<file path="src/rtl/rom_load_pkg.sv">
// Shared types and widths for the ROM download sequencer.
// Region geometry defaults match the arcade core's ROM map.
package rom_load_pkg;

    localparam int                ADDR_W       = 25;
    localparam int                DATA_W       = 8;
    localparam int                REG_IDX_W    = 3;
    localparam int                DEF_NREG     = 8;
    localparam int                DEF_RSHIFT   = 15;
    localparam int                DEF_HOLD_CYC = 1024;
    localparam logic [ADDR_W-1:0] DEF_EXP_SIZE = 25'h40000;

    typedef enum logic [2:0] {
        ST_IDLE,
        ST_LOAD,
        ST_CHECK,
        ST_HOLD,
        ST_FAIL,
        ST_RUN
    } state_e;

    // Byte counter saturates so an overlong stream can never alias back to a legal count.
    function automatic logic [ADDR_W-1:0] sat_inc(input logic [ADDR_W-1:0] v);
        return (&v) ? v : v + ADDR_W'(1);
    endfunction

endpackage

</file>
<file path="src/rtl/rom_load_sequencer_if.sv">
// HPS ioctl download stream in, core ROM write port out.
// master = HPS side / stimulus, slave = sequencer.
interface rom_load_sequencer_if
    import rom_load_pkg::*;
#(
    parameter int NREG   = DEF_NREG,
    parameter int RSHIFT = DEF_RSHIFT
);

    logic              ioctl_download;
    logic              ioctl_wr;
    logic [ADDR_W-1:0] ioctl_addr;
    logic [DATA_W-1:0] ioctl_dout;

    logic [RSHIFT-1:0] ROMAD;
    logic [DATA_W-1:0] ROMDT;
    logic [NREG-1:0]   ROMEN;

    modport master (
        output ioctl_download, ioctl_wr, ioctl_addr, ioctl_dout,
        input  ROMAD, ROMDT, ROMEN
    );

    modport slave (
        input  ioctl_download, ioctl_wr, ioctl_addr, ioctl_dout,
        output ROMAD, ROMDT, ROMEN
    );

endinterface

</file>
<file path="src/rtl/rom_region_decode.sv">
// Splits a ROM byte address into a one-hot region select and an in-region offset.
// Only the region and offset bits are presented; the full-range check lives in the sequencer.
module rom_region_decode
    import rom_load_pkg::*;
#(
    parameter int NREG   = DEF_NREG,
    parameter int RSHIFT = DEF_RSHIFT
) (
    input  logic [RSHIFT+REG_IDX_W-1:0] addr_i,
    output logic [NREG-1:0]             region_oh_o,
    output logic [RSHIFT-1:0]           offset_o,
    output logic                        in_range_o
);

    logic [REG_IDX_W-1:0] idx;

    always_comb begin
        idx         = addr_i[RSHIFT +: REG_IDX_W];
        offset_o    = addr_i[RSHIFT-1:0];
        in_range_o  = (int'(idx) < NREG);
        region_oh_o = '0;
        for (int r = 0; r < NREG; r++) begin
            region_oh_o[r] = in_range_o && (int'(idx) == r);
        end
    end

endmodule

</file>
<file path="src/rtl/rom_load_sequencer.sv">
// Routes the HPS ROM download into the core's ROM regions, validates the stream,
// and owns core reset so the core only runs after a clean, complete load.
//
//   state    | meaning
//   ---------+--------------------------------------------------------
//   ST_IDLE  | power-up, no download seen yet, core held in reset
//   ST_LOAD  | download active, bytes checked and forwarded
//   ST_CHECK | one cycle to judge error flag and final byte count
//   ST_HOLD  | clean load, core reset held for HOLD_CYC settle cycles
//   ST_FAIL  | bad load, core stays in reset until the next download
//   ST_RUN   | core released, LOAD_OK set
module rom_load_sequencer
    import rom_load_pkg::*;
#(
    parameter int                NREG     = DEF_NREG,
    parameter int                RSHIFT   = DEF_RSHIFT,
    parameter logic [ADDR_W-1:0] EXP_SIZE = DEF_EXP_SIZE,
    parameter int                HOLD_CYC = DEF_HOLD_CYC
) (
    input  logic                 MCLK,
    input  logic                 RESET,
    rom_load_sequencer_if.slave  bus,
    output logic                 CORE_RST,
    output logic                 LOAD_OK,
    output logic                 LOAD_ERR
);

    localparam int HOLD_W = $clog2(HOLD_CYC + 1);

    state_e            state_q;
    logic [ADDR_W-1:0] cnt_q;
    logic              err_q;
    logic [HOLD_W-1:0] hold_q;
    logic [RSHIFT-1:0] romad_q;
    logic [DATA_W-1:0] romdt_q;
    logic [NREG-1:0]   romen_q;
    logic              load_ok_q;
    logic              load_err_q;

    logic [NREG-1:0]   dec_oh;
    logic [RSHIFT-1:0] dec_off;
    logic              dec_in_range;
    logic              byte_ok;

    rom_region_decode #(
        .NREG   (NREG),
        .RSHIFT (RSHIFT)
    ) u_decode (
        .addr_i      (bus.ioctl_addr[RSHIFT+REG_IDX_W-1:0]),
        .region_oh_o (dec_oh),
        .offset_o    (dec_off),
        .in_range_o  (dec_in_range)
    );

    assign byte_ok = dec_in_range
                  && (bus.ioctl_addr == cnt_q)
                  && (bus.ioctl_addr < EXP_SIZE);

    always_ff @(posedge MCLK or posedge RESET) begin
        if (RESET) begin
            state_q    <= ST_IDLE;
            cnt_q      <= '0;
            err_q      <= 1'b0;
            hold_q     <= '0;
            romad_q    <= '0;
            romdt_q    <= '0;
            romen_q    <= '0;
            load_ok_q  <= 1'b0;
            load_err_q <= 1'b0;
        end else begin
            romen_q <= '0;
            case (state_q)
                ST_IDLE, ST_HOLD, ST_RUN, ST_FAIL: begin
                    // A new download always wins, even mid-settle.
                    if (bus.ioctl_download) begin
                        state_q    <= ST_LOAD;
                        cnt_q      <= '0;
                        err_q      <= 1'b0;
                        load_ok_q  <= 1'b0;
                        load_err_q <= 1'b0;
                    end else if (state_q == ST_HOLD) begin
                        if (hold_q == '0) begin
                            state_q   <= ST_RUN;
                            load_ok_q <= 1'b1;
                        end else begin
                            hold_q <= hold_q - HOLD_W'(1);
                        end
                    end
                end
                ST_LOAD: begin
                    // The byte that coincides with download falling is still taken.
                    if (bus.ioctl_wr) begin
                        romad_q <= dec_off;
                        romdt_q <= bus.ioctl_dout;
                        romen_q <= byte_ok ? dec_oh : '0;
                        cnt_q   <= sat_inc(cnt_q);
                        if (!byte_ok) begin
                            err_q <= 1'b1;
                        end
                    end
                    if (!bus.ioctl_download) begin
                        state_q <= ST_CHECK;
                    end
                end
                ST_CHECK: begin
                    if (!err_q && (cnt_q == EXP_SIZE)) begin
                        state_q <= ST_HOLD;
                        hold_q  <= HOLD_W'(HOLD_CYC - 1);
                    end else begin
                        state_q    <= ST_FAIL;
                        load_err_q <= 1'b1;
                    end
                end
                default: begin
                    state_q <= ST_IDLE;
                end
            endcase
        end
    end

    assign bus.ROMAD = romad_q;
    assign bus.ROMDT = romdt_q;
    assign bus.ROMEN = romen_q;
    assign CORE_RST  = (state_q != ST_RUN);
    assign LOAD_OK   = load_ok_q;
    assign LOAD_ERR  = load_err_q;

endmodule

</file>
<file path="src/flat_wrapper.sv">
// flat-port wrapper written by rule: the top's interface ports become plain ports
module rom_load_sequencer_flat import rom_load_pkg::*;
#(
    parameter int                NREG     = DEF_NREG,
    parameter int                RSHIFT   = DEF_RSHIFT,
    parameter logic [ADDR_W-1:0] EXP_SIZE = DEF_EXP_SIZE,
    parameter int                HOLD_CYC = DEF_HOLD_CYC
)
  (MCLK, RESET, CORE_RST, LOAD_OK, LOAD_ERR, bus_ioctl_download, bus_ioctl_wr, bus_ioctl_addr, bus_ioctl_dout, bus_ROMAD, bus_ROMDT, bus_ROMEN);
  rom_load_sequencer_if #(.NREG(NREG), .RSHIFT(RSHIFT)) bus_i ();
  input  logic MCLK;
  input  logic RESET;
  output logic CORE_RST;
  output logic LOAD_OK;
  output logic LOAD_ERR;
  input wire logic [$bits(bus_i.ioctl_download)-1:0] bus_ioctl_download;
  input wire logic [$bits(bus_i.ioctl_wr)-1:0] bus_ioctl_wr;
  input wire logic [$bits(bus_i.ioctl_addr)-1:0] bus_ioctl_addr;
  input wire logic [$bits(bus_i.ioctl_dout)-1:0] bus_ioctl_dout;
  output wire logic [$bits(bus_i.ROMAD)-1:0] bus_ROMAD;
  output wire logic [$bits(bus_i.ROMDT)-1:0] bus_ROMDT;
  output wire logic [$bits(bus_i.ROMEN)-1:0] bus_ROMEN;
  assign bus_i.ioctl_download = bus_ioctl_download;
  assign bus_i.ioctl_wr = bus_ioctl_wr;
  assign bus_i.ioctl_addr = bus_ioctl_addr;
  assign bus_i.ioctl_dout = bus_ioctl_dout;
  assign bus_ROMAD = bus_i.ROMAD;
  assign bus_ROMDT = bus_i.ROMDT;
  assign bus_ROMEN = bus_i.ROMEN;
  rom_load_sequencer #(.NREG(NREG), .RSHIFT(RSHIFT), .EXP_SIZE(EXP_SIZE), .HOLD_CYC(HOLD_CYC)) u_core (.MCLK(MCLK), .RESET(RESET), .bus(bus_i), .CORE_RST(CORE_RST), .LOAD_OK(LOAD_OK), .LOAD_ERR(LOAD_ERR));
endmodule
</file>
<file path="config.mk">
export PLATFORM = sky130hd
export DESIGN_NAME = rom_load_sequencer_flat
export DESIGN_NICKNAME = d
export VERILOG_FILES = /design/src/rtl/rom_load_pkg.sv /design/src/rtl/rom_load_sequencer_if.sv /design/src/rtl/rom_region_decode.sv /design/src/rtl/rom_load_sequencer.sv /design/src/flat_wrapper.sv
export SDC_FILE = /design/constraint.sdc
export NUM_CORES = 1
export LEC_CHECK = 0
export CAP_MARGIN = 30
export CORE_MARGIN = 2
export CORE_UTILIZATION = 33
export CTS_CLUSTER_SIZE = 16
export DETAILED_ROUTE_END_ITERATION = 10
export SLEW_MARGIN = 20
export SYNTH_ARGS = -nofsm -noshare
export SYNTH_HDL_FRONTEND = slang
export SYNTH_SLANG_ARGS = --single-unit
</file>
<file path="constraint.sdc">
create_clock -name MCLK -period 3.2 [get_ports MCLK]
set_input_delay 0.8 -clock MCLK [delete_from_list [all_inputs] [get_ports MCLK]]
set_output_delay 0.8 -clock MCLK [all_outputs]
set_load 0.01 [all_outputs]
</file>
* Word level (Yosys, flattened, before mapping) *
Cells that the tools add are included.

cells by class
  add/sub/neg operators = 2
  order comparisons = 1
  equal/unequal tests = 27
  multiplexer cells = 27
  reduce and logical (&&, ||, !) cells = 19

operators by type and width
  operator                                                      count
  two-way mux 25 bit                                            3
  case mux 25 bit (2 select lines)                              1
  two-way mux 11 bit                                            4
  adder 25 x 1 -> 25 bit, second input constant                 1
  == test 25 x 19 -> 1 bit, second input constant               1
  == test 25 bit                                                1
  less-than comparator 25 x 19 -> 1 bit, second input constant  1
  AND reduction 25 bit                                          1
  two-way mux 8 bit                                             3
  case mux 11 bit (2 select lines)                              1
  == test 3 bit, second input constant                          6
  != test 2 bit, second input constant                          8
  two-way mux 3 bit                                             5
  == test 3 x 2 -> 1 bit, second input constant                 4
  logical NOT 11 bit                                            1
  subtractor 11 x 1 -> 11 bit, second input constant            1
  case mux 3 bit (3 select lines)                               1
  AND reduction 3 bit                                           3
  AND reduction 4 bit                                           2
  nonzero test 2 bit                                            4
  two-way mux 1 bit                                             7
  == test 3 x 1 -> 1 bit, second input constant                 2
  logical NOT 3 bit                                             2
  != test 3 x 2 -> 1 bit, second input constant                 2
  other kinds (8)                                               11

word-level totals
  register bits after elaboration = 73
  output and inout bits = 34
  logic and storage cells = 85

* Depth between registers and ports, before layout *
  depth after elaboration = 5
  depth in mapped cells = 9

* Hierarchy *
A second synthesis with hierarchy kept.

unflattened totals
  cells, all modules = 414
  area, all modules = 4300.4 um2

by module, submodules not included
  module              instances  cells each  area each (um2)  sequential area each (um2)
  rom_load_sequencer  1          389         4111.4           1826.8
  rom_region_decode   1          25          188.9            0.0

* Least setup slack after synthesis *
No wires, ideal clock.

  path kind = input -> register
  start point = input port bus_ioctl_addr[21]
  end point = register u_core.romen_q[4] (netlist: u_core.bus.ROMEN[4])
  data arrival time = 1.853 ns
  data required time = 3.113 ns
  slack = 1.260 ns
  stages on the path = 5
  cells stage by stage = nor4_1 -> nand2_1 -> nor4_1 -> nand4_1 -> nor3_1

between the ends
  longest elaborated chain between the ends = 5

RTL lines
  what                                                                     RTL line                                            RTL
  start: declaration                                                       flat_wrapper.sv:18                                  input wire logic [$bits(bus_i.ioctl_addr)-1:0] bus_ioctl_addr;
  less-than comparator 25 x 19 -> 1 bit or == test 25 bit (tied branches)  rom_load_sequencer.sv:57, rom_load_sequencer.sv:56
  logical AND 1 bit (*)                                                    rom_load_sequencer.sv:57                            && (bus.ioctl_addr < EXP_SIZE);
  two-way mux 8 bit (*)                                                    rom_load_sequencer.sv:95                            romen_q <= byte_ok ? dec_oh : '0;
  two-way mux 8 bit (*)                                                    rom_load_sequencer.sv:92                            if (bus.ioctl_wr) begin
  two-way mux 8 bit (*)                                                    rom_load_sequencer.sv:72                            case (state_q)
  end signal: assignment                                                   rom_load_sequencer.sv:95
  end: declaration                                                         rom_load_sequencer.sv:36                            logic [NREG-1:0] romen_q;

Every way passes the cells marked *; elsewhere a longest branch is shown, timed or not.
A chain may end at the register's enable or synchronous reset.

* Worst setup path in the final report *
  start point = register u_core.state_q[1]
  end point = output port CORE_RST

between the ends
  longest elaborated chain between the ends = 1

RTL lines
  what                      RTL line                   RTL
  start: declaration        rom_load_sequencer.sv:30   state_e state_q;
  start signal: assignment  rom_load_sequencer.sv:61   state_q <= ST_IDLE;
  start signal: assignment  rom_load_sequencer.sv:76   state_q <= ST_LOAD;
  start signal: assignment  rom_load_sequencer.sv:83   state_q <= ST_RUN;
  != test 3 bit             rom_load_sequencer.sv:124  assign CORE_RST = (state_q != ST_RUN);
  end: declaration          flat_wrapper.sv:13         output logic CORE_RST;

No other way between the ends.

==> flow_metrics.env <==
export IMPL_cts_clk_slew_worst_paths_ns=0.05
export IMPL_dr_total_vias=3443
export IMPL_setup_worst_path_start_class="flop"
export IMPL_crit_cells=3
export IMPL_synth_cell_types=58
export IMPL_h_tree_depth=3
export IMPL_async_reset_ff_frac=1.00
export IMPL_finalClockSkew_ns=0.00930
export IMPL_rows=40
export IMPL_grt_pass1_vias=3433
export IMPL_initial_utilization=0.339
export IMPL_synth_ff_type="dfrtp_1"
export IMPL_core_mm2=0.0120
export IMPL_postLayoutCoreUtil=0.429
export IMPL_leakagePower_nw=2.04
export IMPL_rr_worst_depth=7
export IMPL_syn_inst=440
export IMPL_setup_violations=0
export IMPL_grt_pass1_wl_mm=17.4
export IMPL_viasPerCell=5.31
export IMPL_cts_setup_buffers=0
export IMPL_muxShareOfSynthArea=0.00768
export IMPL_path_class="reg2out"
export IMPL_dp_hpwl_mm=7.68
export IMPL_timing_fmax_mhz=380
export IMPL_die_x_um=115
export IMPL_dieArea_mm2=0.0133
export IMPL_status="finished, final reports clean"
export IMPL_cts_resized_gates=0
export IMPL_final_nets=539
export IMPL_drtIter0Drc=144
export IMPL_syn_to_final_growth_pct=26.4
export IMPL_grt_max_degree=38
export IMPL_vdd_ir_drop_max_mv=0.209
export IMPL_antenna_found_initial=0
export IMPL_hp_class="reg2reg"
export IMPL_crit_arrival_ns=1.83
export IMPL_critPathMaxFanout=11
export IMPL_finalHoldViolCount=0
export IMPL_cp_required_ns=2.40
export IMPL_io_buffers=70
export IMPL_synth_seq_cells=73
export IMPL_synth_compound_area_frac=0.115
export IMPL_cts_buffer_depth=2
export IMPL_dpl_instance_area_mm2=0.00485
export IMPL_drtPass1Iterations=4
export IMPL_routedWlPerCell_um=16.0
export IMPL_syn_area_mm2=0.00407
export IMPL_root_buffer="clkbuf_16"
export IMPL_ant_nets=0
export IMPL_yosys_area_share_simple=0.301
export IMPL_diodes=0
export IMPL_yosys_area_share_xor_xnor=0.0666
export IMPL_num_fill_cells=1164
export IMPL_ys_warn_count=0
export IMPL_endpoint_kind="primary output"
export IMPL_fin_crit_ns=2.63
export IMPL_final_area_mm2=0.00515
export IMPL_critical_path_top_delay_family="simple AND/OR/NAND/NOR gates"
export IMPL_tightest_slew_ns=0.849
export IMPL_track_usage=0.167
export IMPL_yosysSeqAreaShare=0.448
export IMPL_synth_edf_count=0
export IMPL_die_y_um=115
export IMPL_slowest_delay_ns=0.49
export IMPL_max_cap_violations=0
export IMPL_hold_depth=2
export IMPL_power_density_mw_per_mm2=644
export IMPL_gr_total_overflow=0
export IMPL_rsz0062_at_grt="false"
export IMPL_numCtsBuffers=9
export IMPL_syn_avg_cell_area_um2=9.26
export IMPL_slew_viol_final=0
export IMPL_fin_crit_sh=0.822
export IMPL_wl_mm=10.4
export IMPL_cp_cell_sequence="nand2b_1 -> or2_2 -> clkdlybuf4s50_1"
export IMPL_clock_sinks=73
export IMPL_slew_headroom=0.430
export IMPL_synth_fa_ha_area_frac=0.0123
export IMPL_worst_path_buf_inv=1
export IMPL_critical_path_slowest_cell="dfrtp_1"
export IMPL_drive_gt1_frac=0.0797
export IMPL_cts_hold_buffers_added=0
export IMPL_synth_top_family_by_area="simple AND/OR/NAND/NOR gates"
export IMPL_cts_tree="done"
export IMPL_ios=71
export IMPL_finalSetupTns_ns=0
export IMPL_drcViolationCount=0
export IMPL_insertion_delay_ns=0.34
export IMPL_p_total_w=0.00332
export IMPL_syn_nets=481
export IMPL_place_gp_congestion=0.813
==> cell usage after synthesis, drive strengths merged, types with 9 or more instances <==
| cell type | instances | share of area |
|---|---|---|
| o21ai | 11 | 0.014 |
| nand4 | 15 | 0.028 |
| o31ai | 10 | 0.018 |
| or4 | 9 | 0.017 |
| nand2 | 86 | 0.080 |
| nor2 | 24 | 0.022 |
| dfrtp | 73 | 0.45 |
| and4 | 9 | 0.021 |
| inv | 11 | 0.010 |
| a21oi | 21 | 0.026 |
| nor4 | 15 | 0.031 |
| a31oi | 9 | 0.014 |
| nand3 | 16 | 0.022 |
| buf | 21 | 0.032 |
| xnor2 | 31 | 0.067 |
==> final timing paths <==
path,startpoint,end,slack [ns]
max,u_core.state_q[1],CORE_RST,0.57
max reg2reg,u_core.cnt_q[0],u_core.hold_q[5],0.87
min,u_core.bus.ROMDT[2],u_core.bus.ROMDT[2],0.48
max in group asynchronous,RESET,u_core.cnt_q[16],1.79
min reg2reg,u_core.bus.ROMDT[2],u_core.bus.ROMDT[2],0.48
min in group asynchronous,RESET,u_core.bus.ROMEN[7],0.78
==> worst register-to-register path: cells and delay by family (launching register included) <==
| kind | cells | cell delay, ns |
|---|---|---|
| adder cells (fa/ha/maj) | 1 | 0.18 |
| buffers and inverters | 1 | 0.10 |
| flip-flops | 1 | 0.43 |
| AO/OA/AOI/OAI | 2 | 0.76 |
| AND/OR/NAND/NOR | 3 | 0.73 |
==> per-stage QoR <==
step / cells / hold WS (ns) / worst slack (ns)
finish: 649 / 0.475 / 0.569
global route: 649 / 0.496 / 0.483
CTS: 649 / 0.479 / 0.562
detailed placement: 634 / 0.465 / 0.445
global placement: 634 / 0.461 / 0.466
floorplan: 440 / 0.456 / 0.547
==> sequential cells by signal, summed over array words and instances, names as in the netlist <==
signal	cells
u_core.LOAD_ERR	1
u_core.cnt_q	25
u_core.bus.ROMDT	8
u_core.bus.ROMEN	8
u_core.hold_q	11
u_core.state_q	3
u_core.err_q	1
u_core.bus.ROMAD	15
u_core.LOAD_OK	1
==> cell type report <==
| type | instances | area (um^2) | share of cell area |
|---|---|---|---|
| clock buffer | 12 | 256 | 0.0498 |
| inverter | 11 | 41.3 | 0.00802 |
| timing repair buffer | 75 | 751 | 0.146 |
| sequential | 73 | 1830 | 0.355 |
| clock inverter | 3 | 40.0 | 0.00778 |
| multi-input combinational | 328 | 2050 | 0.398 |
| tap | 147 | 184 | 0.0357 |
==> metal layers <==
metal,GRT usage,vias to the layer above,part of all wire
met2,0.271,64,0.49
met3,0.0337,15,0.038
li1,-,1683,-
met1,0.220,1681,0.45
met4,0.0643,0,0.020
met5,0,-,0
==> layout by cell type (no fill, tap or decap), drive strengths merged, types with 10 or more instances in the layout <==
cell type,netlist,routed
clkbuf,7,12
o21ai,11,11
o31ai,10,10
clkdlybuf4s50,0,70
dfrtp,73,73
a21oi,21,21
nor4,15,15
xnor2,31,31
nand4,15,15
nor2,24,24
inv,11,11
nand3,16,16
nand2,86,86
==> power by group <==
part / leakage, nW / internal [W] / switching, W
clock network: 0.148 / 0.000639 / 0.000372
logic: 0.954 / 0.000507 / 0.000510
registers: 0.933 / 0.00113 / 0.000161
total: 2.04 / 0.00227 / 0.00104
==> kinds of logic (layout without fill, tap and decap cells) <==
logic type	Yosys count	count (layout)
and+or+nand+nor	221	221
DFF	73	73
AOI/OAI and AO/OA	69	69
buffers and inverters	39	101
xor gates and xnor gates	31	31
adders and majority gates	4	4
muxes	3	3
No activity file was read; power rests on OpenSTA's default activity.
